[src/rtl/pmem_pkg.sv]
// Shared constants and state type for the physical-memory burst interface.
// Used by the cacheline adaptor, the LLC and the testbench.
package pmem_pkg;

    localparam int unsigned LINE_W      = 256;
    localparam int unsigned BURST_W     = 64;
    localparam int unsigned ADDR_W      = 32;
    localparam int unsigned BEATS       = LINE_W / BURST_W;
    localparam int unsigned OFFSET_BITS = $clog2(LINE_W / 8);

    typedef enum logic [1:0] {
        IDLE = 2'd0,
        RD   = 2'd1,
        WR   = 2'd2,
        DONE = 2'd3
    } adaptor_state_e;

endpackage

[src/rtl/cacheline_adaptor.sv]
// Converts one LLC cacheline read/write into a 4-beat burst on the memory
// interface and reassembles read beats into a full line.
module cacheline_adaptor #(
    parameter int unsigned LINE_W  = pmem_pkg::LINE_W,
    parameter int unsigned BURST_W = pmem_pkg::BURST_W,
    parameter int unsigned ADDR_W  = pmem_pkg::ADDR_W
) (
    input  logic               clk,
    input  logic               rst_n,
    input  logic [ADDR_W-1:0]  address_i,
    input  logic               read_i,
    input  logic               write_i,
    input  logic [LINE_W-1:0]  line_i,
    output logic [LINE_W-1:0]  line_o,
    output logic               resp_o,
    output logic [ADDR_W-1:0]  address_o,
    output logic               read_o,
    output logic               write_o,
    output logic [BURST_W-1:0] burst_o,
    input  logic [BURST_W-1:0] burst_i,
    input  logic               resp_i
);
    import pmem_pkg::*;

    localparam int unsigned NBEATS = LINE_W / BURST_W;
    localparam int unsigned CW     = $clog2(NBEATS);
    localparam int unsigned OFFS   = $clog2(LINE_W / 8);
    localparam logic [ADDR_W-1:0] ALIGN_MASK = ~ADDR_W'((64'd1 << OFFS) - 64'd1);

    adaptor_state_e     state_q, state_d;
    logic [CW-1:0]      count_q, count_nx;
    logic [ADDR_W-1:0]  addr_q;
    logic [BURST_W-1:0] burst_q;
    logic [BURST_W-1:0] lbuf_q [NBEATS];
    logic [BURST_W-1:0] wbuf_q [NBEATS];
    logic               last_beat;

    assign count_nx  = count_q + 1'b1;
    assign last_beat = resp_i && (count_q == CW'(NBEATS - 1));

    always_ff @(posedge clk or negedge rst_n) begin
        if (!rst_n) begin
            state_q <= IDLE;
        end else begin
            state_q <= state_d;
        end
    end

    always_comb begin
        state_d = state_q;
        read_o  = 1'b0;
        write_o = 1'b0;
        resp_o  = 1'b0;
        case (state_q)
            IDLE: begin
                if (read_i) begin
                    state_d = RD;
                end else if (write_i) begin
                    state_d = WR;
                end
            end
            RD: begin
                read_o = 1'b1;
                if (last_beat) begin
                    state_d = DONE;
                end
            end
            WR: begin
                write_o = 1'b1;
                if (last_beat) begin
                    state_d = DONE;
                end
            end
            DONE: begin
                resp_o  = 1'b1;
                state_d = IDLE;
            end
            default: state_d = IDLE;
        endcase
    end

    // burst_o is preloaded with beat 0 on accept and steps to the next slot on
    // each accepted beat, so it never depends combinationally on resp_i.
    always_ff @(posedge clk or negedge rst_n) begin
        if (!rst_n) begin
            count_q <= '0;
            addr_q  <= '0;
            burst_q <= '0;
            for (int unsigned i = 0; i < NBEATS; i++) begin
                lbuf_q[i] <= '0;
                wbuf_q[i] <= '0;
            end
        end else begin
            case (state_q)
                IDLE: begin
                    if (read_i) begin
                        addr_q  <= address_i & ALIGN_MASK;
                        count_q <= '0;
                    end else if (write_i) begin
                        addr_q  <= address_i & ALIGN_MASK;
                        count_q <= '0;
                        burst_q <= line_i[BURST_W-1:0];
                        for (int unsigned i = 0; i < NBEATS; i++) begin
                            wbuf_q[i] <= line_i[i*BURST_W +: BURST_W];
                        end
                    end
                end
                RD: begin
                    if (resp_i) begin
                        lbuf_q[count_q] <= burst_i;
                        count_q         <= count_nx;
                    end
                end
                WR: begin
                    if (resp_i) begin
                        burst_q <= wbuf_q[count_nx];
                        count_q <= count_nx;
                    end
                end
                default: ;
            endcase
        end
    end

    always_comb begin
        line_o = '0;
        for (int unsigned i = 0; i < NBEATS; i++) begin
            line_o[i*BURST_W +: BURST_W] = lbuf_q[i];
        end
    end

    assign address_o = addr_q;
    assign burst_o   = burst_q;

endmodule

[config.mk]
export PLATFORM = sky130hd
export DESIGN_NAME = cacheline_adaptor
export DESIGN_NICKNAME = d
export VERILOG_FILES = /design/src/rtl/pmem_pkg.sv /design/src/rtl/cacheline_adaptor.sv
export SDC_FILE = /design/constraint.sdc
export NUM_CORES = 1
export LEC_CHECK = 0
export ABC_AREA = 0
export BUFFER_PORTS_ARGS = -buffer_cell sky130_fd_sc_hd__buf_4
export CAP_MARGIN = 0
export CORE_AREA = 2 2 273 275
export CTS_CLUSTER_SIZE = 25
export DETAILED_ROUTE_END_ITERATION = 12
export DIE_AREA = 0 0 275 277
export HOLD_SLACK_MARGIN = 0.15
export PLACE_DENSITY_LB_ADDON = 0.3
export SYNTH_ARGS = -nofsm -noshare
export SYNTH_HDL_FRONTEND = slang
export SYNTH_SLANG_ARGS = --single-unit
[constraint.sdc]
create_clock -name clk -period 3.1 [get_ports clk]
set_clock_uncertainty 0.15 [all_clocks]
set_input_delay 0 -clock clk [delete_from_list [all_inputs] [get_ports clk]]
set_output_delay 0 -clock clk [all_outputs]
set_load 0.02 [all_outputs]
==> results.md, run 1 <==
| Result | Reported |
|:---|:---|
| # hold bufs at CTS | 645 |
| Clock Root Buffer | sky130_fd_sc_hd__clkbuf_16 |
| Initial Utilization | 34.1% |
| Post-CTS resize count | 0 |
| Quantity of I/O buffers inserted on ports | 701 |
| First Err | [ERROR RSZ-0060] Max buffer count reached. |
| Chip height | 277 um |
| Setup fix buffers added after clock tree synthesis | 0 |
| Number of primary I/O pins | 712 |
| Sink count of the clock tree | 607 |
| Result of the run | did not finish |
| Number of storage elements in the synthesis netlist | 607 |
| Detailed placement HPWL | 49300 um |
| Cell variety after synth | 30 |
| Die outline width | 275 um |
| Part of the Yosys area used for sequential elements | 60.6% |
| Clock Tree Buf Depth | 3 |
| H-tree Lvls | 3 |
| Rows | 100 |
| Yosys warnings | 0 |
| CTS buffer count | 70 |
| Routability-driven placement congestion ratio | 0.797 |
| Failed at | clock tree synthesis (4_1_cts) |
| Cell Area, Synth | 25100 um^2 |
| Synth Instances | 1473 |
| Syn avg cell area | 17.0 um^2 |
==> Yosys cell counts, drive strengths merged <==
master	n	area (um^2)
ha	10	125
nand3	5	25.0
buf	53	338
nand2b	2	12.5
a22o	1	8.76
mux4	64	1440
clkbuf	36	135
mux2	669	7630
a22oi	1	7.51
inv	8	30.0
nor2	2	7.51
dfrtp	607	15200
o2bb2ai	1	8.76
conb	1	3.75
or3	1	6.26
a221oi	1	26.3
nor3	1	5.00
nand2	4	15.0
o21ai	2	10.0
a21oi	1	5.00
mux2i	1	10.0
a221o	2	20.0
==> cells by family after synthesis <==
| group | after synthesis | share of synthesized area (%) |
|---|---|---|
| AND/OR/NAND/NOR | 15 | 0.285 |
| other | 1 | 0.0150 |
| AO/OA/AOI/OAI | 9 | 0.344 |
| buffers and inverters | 97 | 2.01 |
| multiplexers | 734 | 36.2 |
| flip-flops | 607 | 60.6 |
| adder cells (fa/ha/maj) | 10 | 0.499 |
==> per-stage QoR <==
stage          cell area [um^2]  worst slack [ns]  instances
2_1_floorplan             25100             0.317       1477
3_3_place_gp              31800             0.377       3098
3_5_place_dp              31800             0.314       3098
==> run 2, diff against run 1 <==
--- a/config.mk
+++ b/config.mk
@@ -8,12 +8,10 @@
 export ABC_AREA = 0
 export BUFFER_PORTS_ARGS = -buffer_cell sky130_fd_sc_hd__buf_4
 export CAP_MARGIN = 0
-export CORE_AREA = 2 2 273 275
-export CTS_CLUSTER_SIZE = 25
+export CORE_AREA = 2 2 277 279
 export DETAILED_ROUTE_END_ITERATION = 12
-export DIE_AREA = 0 0 275 277
-export HOLD_SLACK_MARGIN = 0.15
-export PLACE_DENSITY_LB_ADDON = 0.3
+export DIE_AREA = 0 0 279 281
+export PLACE_DENSITY_LB_ADDON = 0.15
 export SYNTH_ARGS = -nofsm -noshare
 export SYNTH_HDL_FRONTEND = slang
 export SYNTH_SLANG_ARGS = --single-unit
==> results.md, run 2 <==
| Result | Reported | Change |
|:---|:---|:---|
| Total global routing overflow | 0 |  |
| Average wire per standard cell | 21.4 um |  |
| Maximum achievable frequency | 383 MHz |  |
| Via count normalized by instance count | 4.65 |  |
| Max-slew violations | 0 |  |
| Post-synth top flop | sky130_fd_sc_hd__dfrtp_1 | unchanged |
| Post-CTS resize count | 0 | unchanged |
| CP max-delay cell | sky130_fd_sc_hd__ha_4 |  |
| Fillers | 6383 |  |
| Launching element type of the critical path | register |  |
| CTS buffer count | 71 | was 70 |
| Insertion delay of the later-clocked pin in the worst-skew pair | 0.60 ns |  |
| Chip height | 281 um | was 277 um |
| Initial antenna violation count | 16 |  |
| Biggest cell delay along the critical path | 0.61 ns |  |
| H-tree Lvls | 3 | unchanged |
| Proportion of power drawn by combinational gates | 44.9% |  |
| EDFF count, synth | 0 | unchanged |
| Final setup violation count | 0 |  |
| Type of element capturing the critical path | register |  |
| Part of the Yosys area used for sequential elements | 60.6% | unchanged |
| Cell Area, Synth | 25100 um^2 | unchanged |
| WP buf/inv | 2 |  |
| Data arrival, critical path | 2.93 ns |  |
| Critical path fanouts, max | 25 |  |
| DRT antenna net count | 0 |  |
| Number of hold violations in the final report | 0 |  |
| Dominant cell by count in the synthesized netlist | sky130_fd_sc_hd__mux2_2 | unchanged |
| Result of the run | completed | was did not finish |
| Final Critical Period | 2.61 ns |  |
| Category of the most critical setup path | register to register |  |
| RSZ-0062 raised after global routing | no |  |
| Largest vdd supply drop | 0.879 mV |  |
| Commonest cells after routing, fill and taps aside | 723 x sky130_fd_sc_hd__buf_4, 618 x sky130_fd_sc_hd__mux2_2, 606 x sky130_fd_sc_hd__dfrtp_1 |  |
| Max_cap viols | 0 |  |
| Leak Pwr | 17.8 nW |  |
| Clock network fraction of design power | 20.5% |  |
| Quantity of I/O buffers inserted on ports | 701 | unchanged |
| Syn-to-layout area delta | 54.3% |  |
| Min-Delay Path Class | primary input to register |  |
| Maximum number of pins on one net before global-route repair | 69 |  |
| Internal power | 0.0265 W |  |
| Core Footprint | 75400 um^2 |  |
| Rows | 101 | was 100 |
| Top cell family by delay on the critical path | multiplexers |  |
| Switching part of the total power | 34.2% |  |
| Asr flop ratio synth | 100% | unchanged |
| Syn avg cell area | 17.0 um^2 | unchanged |
| Sum of negative setup slack | 0 ns |  |
| Detailed placement HPWL | 53800 um | was 49300 um |
| Actual transition at the worst max-transition pin | 0.670 ns |  |
| Initial Utilization | 33.2% | was 34.1% |
| Data required time of the critical path | 3.42 ns |  |
| Routability-driven placement congestion ratio | 0.804 | was 0.797 |
| Period Utilization, post-route | 84.1% |  |
| Die outline width | 279 um | was 275 um |
| Cell variety after synth | 30 | unchanged |
| Starting DRC count in detailed routing | 519 |  |
| Post-placement worst setup slack | 0.457 ns | was 0.314 ns |
| Clock Root Buffer | sky130_fd_sc_hd__clkbuf_16 | unchanged |
| Clock Tree Buf Depth | 3 | unchanged |
| Routed WL | 79100 um |  |
| Leading cell type in the layout, fill and taps excluded | sky130_fd_sc_hd__buf_4 |  |
| Net load switching power | 0.0138 W |  |
| Clock edge transition at the registers on the reported setup and hold paths | 0.06 ns |  |
| Slew HR | 55.3% |  |
| Via count of the first global-routing pass | 19700 |  |
| Synth Instances | 1473 | unchanged |
| Number of iterations in the first detailed-routing pass | 4 |  |
| Area share of the leading cell type in the synthesized netlist | 60.6% | unchanged |
| Cells along the critical path | inv_1 > ha_4 > buf_4 > mux4_2 > mux2_2 > mux2_4 |  |
| Total vias in the final route | 17200 |  |
| Yosys warnings | 0 | unchanged |
| Cell type contributing the most total cell area after synthesis | sky130_fd_sc_hd__dfrtp_1 | unchanged |
| Global-route wire length before repair | 120000 um |  |
| Pwr dens | 1040 nW/um^2 |  |
| Setup WS post-layout | 0.492 ns |  |
| Number of storage elements in the synthesis netlist | 607 | unchanged |
| Leading post-synthesis cells by instance count | 618 x sky130_fd_sc_hd__mux2_2, 607 x sky130_fd_sc_hd__dfrtp_1, 64 x sky130_fd_sc_hd__mux4_2, 38 x sky130_fd_sc_hd__buf_2, 36 x sky130_fd_sc_hd__clkbuf_1 | unchanged |
| Overall Global Routing Usage | 20.0% |  |
| Total Die Area | 78400 um^2 |  |
| Layout cells sized above 1 | 58.0% |  |
| Largest cells by area after synthesis | sky130_fd_sc_hd__dfrtp_1 61%, sky130_fd_sc_hd__mux2_2 28%, sky130_fd_sc_hd__mux4_2 5.8%, sky130_fd_sc_hd__mux2_4 1.6%, sky130_fd_sc_hd__mux2_1 1.1% | unchanged |
| Number of nets in the final layout | 3026 |  |
| CTS tree | done |  |
| Sink count of the clock tree | 607 | unchanged |
| Remaining routing DRC violations | 0 |  |
| Fraction of power consumed by sequential logic | 34.6% |  |
| Number of primary I/O pins | 712 | unchanged |
run 2: worst paths after layout:
kind,start,end,slack [ns],depth (start not counted)
max,count_q[1],burst_o[7],0.49,6
min,line_i[95],wbuf_q[159],0.03,3
max reg2reg,count_q[1],burst_o[7],0.49,6
min reg2reg,wbuf_q[14],wbuf_q[14],0.34,1
max in group asynchronous,rst_n,wbuf_q[217],2.31,3
min in group asynchronous,rst_n,wbuf_q[190],0.06,3
run 2: per-stage QoR:
stage / utilization (%) / cell area [um^2] / hold slack, ns / std cells / total power (W)
floorplan: - / 25100 / -0.446 / 1477 / 0.0244
global placement: 42.1 / 31800 / -0.0516 / 3112 / 0.0311
detailed placement: 42.1 / 31800 / -0.0450 / 3112 / 0.0315
CTS: 51.2 / 38700 / 0.000362 / 3692 / 0.0408
global route: 51.3 / 38700 / 0.00906 / 3701 / 0.0425
finish: 51.3 / 38700 / 0.0324 / 3701 / 0.0403
run 2: layout make-up:
type                    instances  area, um^2  share of cell area, %
diodes                          9        22.5                 0.0582
clock buffers                 109        2130                   5.51
clock inverters                19         184                  0.476
repair buffers               1198       10400                   27.0
flip-flops and latches        607       15200                   39.3
inverters                       8        30.0                 0.0776
well taps                     978        1220                   3.16
multi-input cells             773        9470                   24.5
run 2: routing by layer:
layer  vias to the layer above  global-route usage, %  part of all wire, %
met3                       116                   6.33                  7.0
met2                       511                   35.0                   51
met5                         -                      0                 0.11
met1                      8841                   23.3                   40
met4                        14                   6.23                  2.5
li1                       7745                      -                    -
run 2: what timing repair did:
item                                   in CTS  in global routing
hold buffers                              452                  0
setup buffers                               0                  0
endpoints found under the hold margin    1198                  0
run 2: power by group through the flow:
stage	combinational [W]	sequential, W	clock [W]
6_report	0.0181	0.0139	0.00827
5_1_grt	0.0192	0.0144	0.00887
4_1_cts	0.0183	0.0139	0.00853
3_5_place_dp	0.0175	0.0140	0
3_3_place_gp	0.0173	0.0138	0
2_1_floorplan	0.00828	0.0161	0
run 2: kinds of logic after synthesis:
kind of cell | after synthesis | synth area share, %
AO/OA/AOI/OAI | 9 | 0.344
other | 1 | 0.0150
AND/OR/NAND/NOR | 15 | 0.285
flip-flops | 607 | 60.6
adder cells (fa/ha/maj) | 10 | 0.499
multiplexers | 734 | 36.2
buffers and inverters | 97 | 2.01
run 2: worst reg2reg max path, delay by kind of cell (launching register included):
| family | cells | cell delay [ns] |
|---|---|---|
| adders and majority gates | 1 | 0.61 |
| muxes | 3 | 0.86 |
| DFF | 1 | 0.42 |
| buffers and inverters | 2 | 0.45 |
Note: power is estimated with default switching activity, not from simulation.
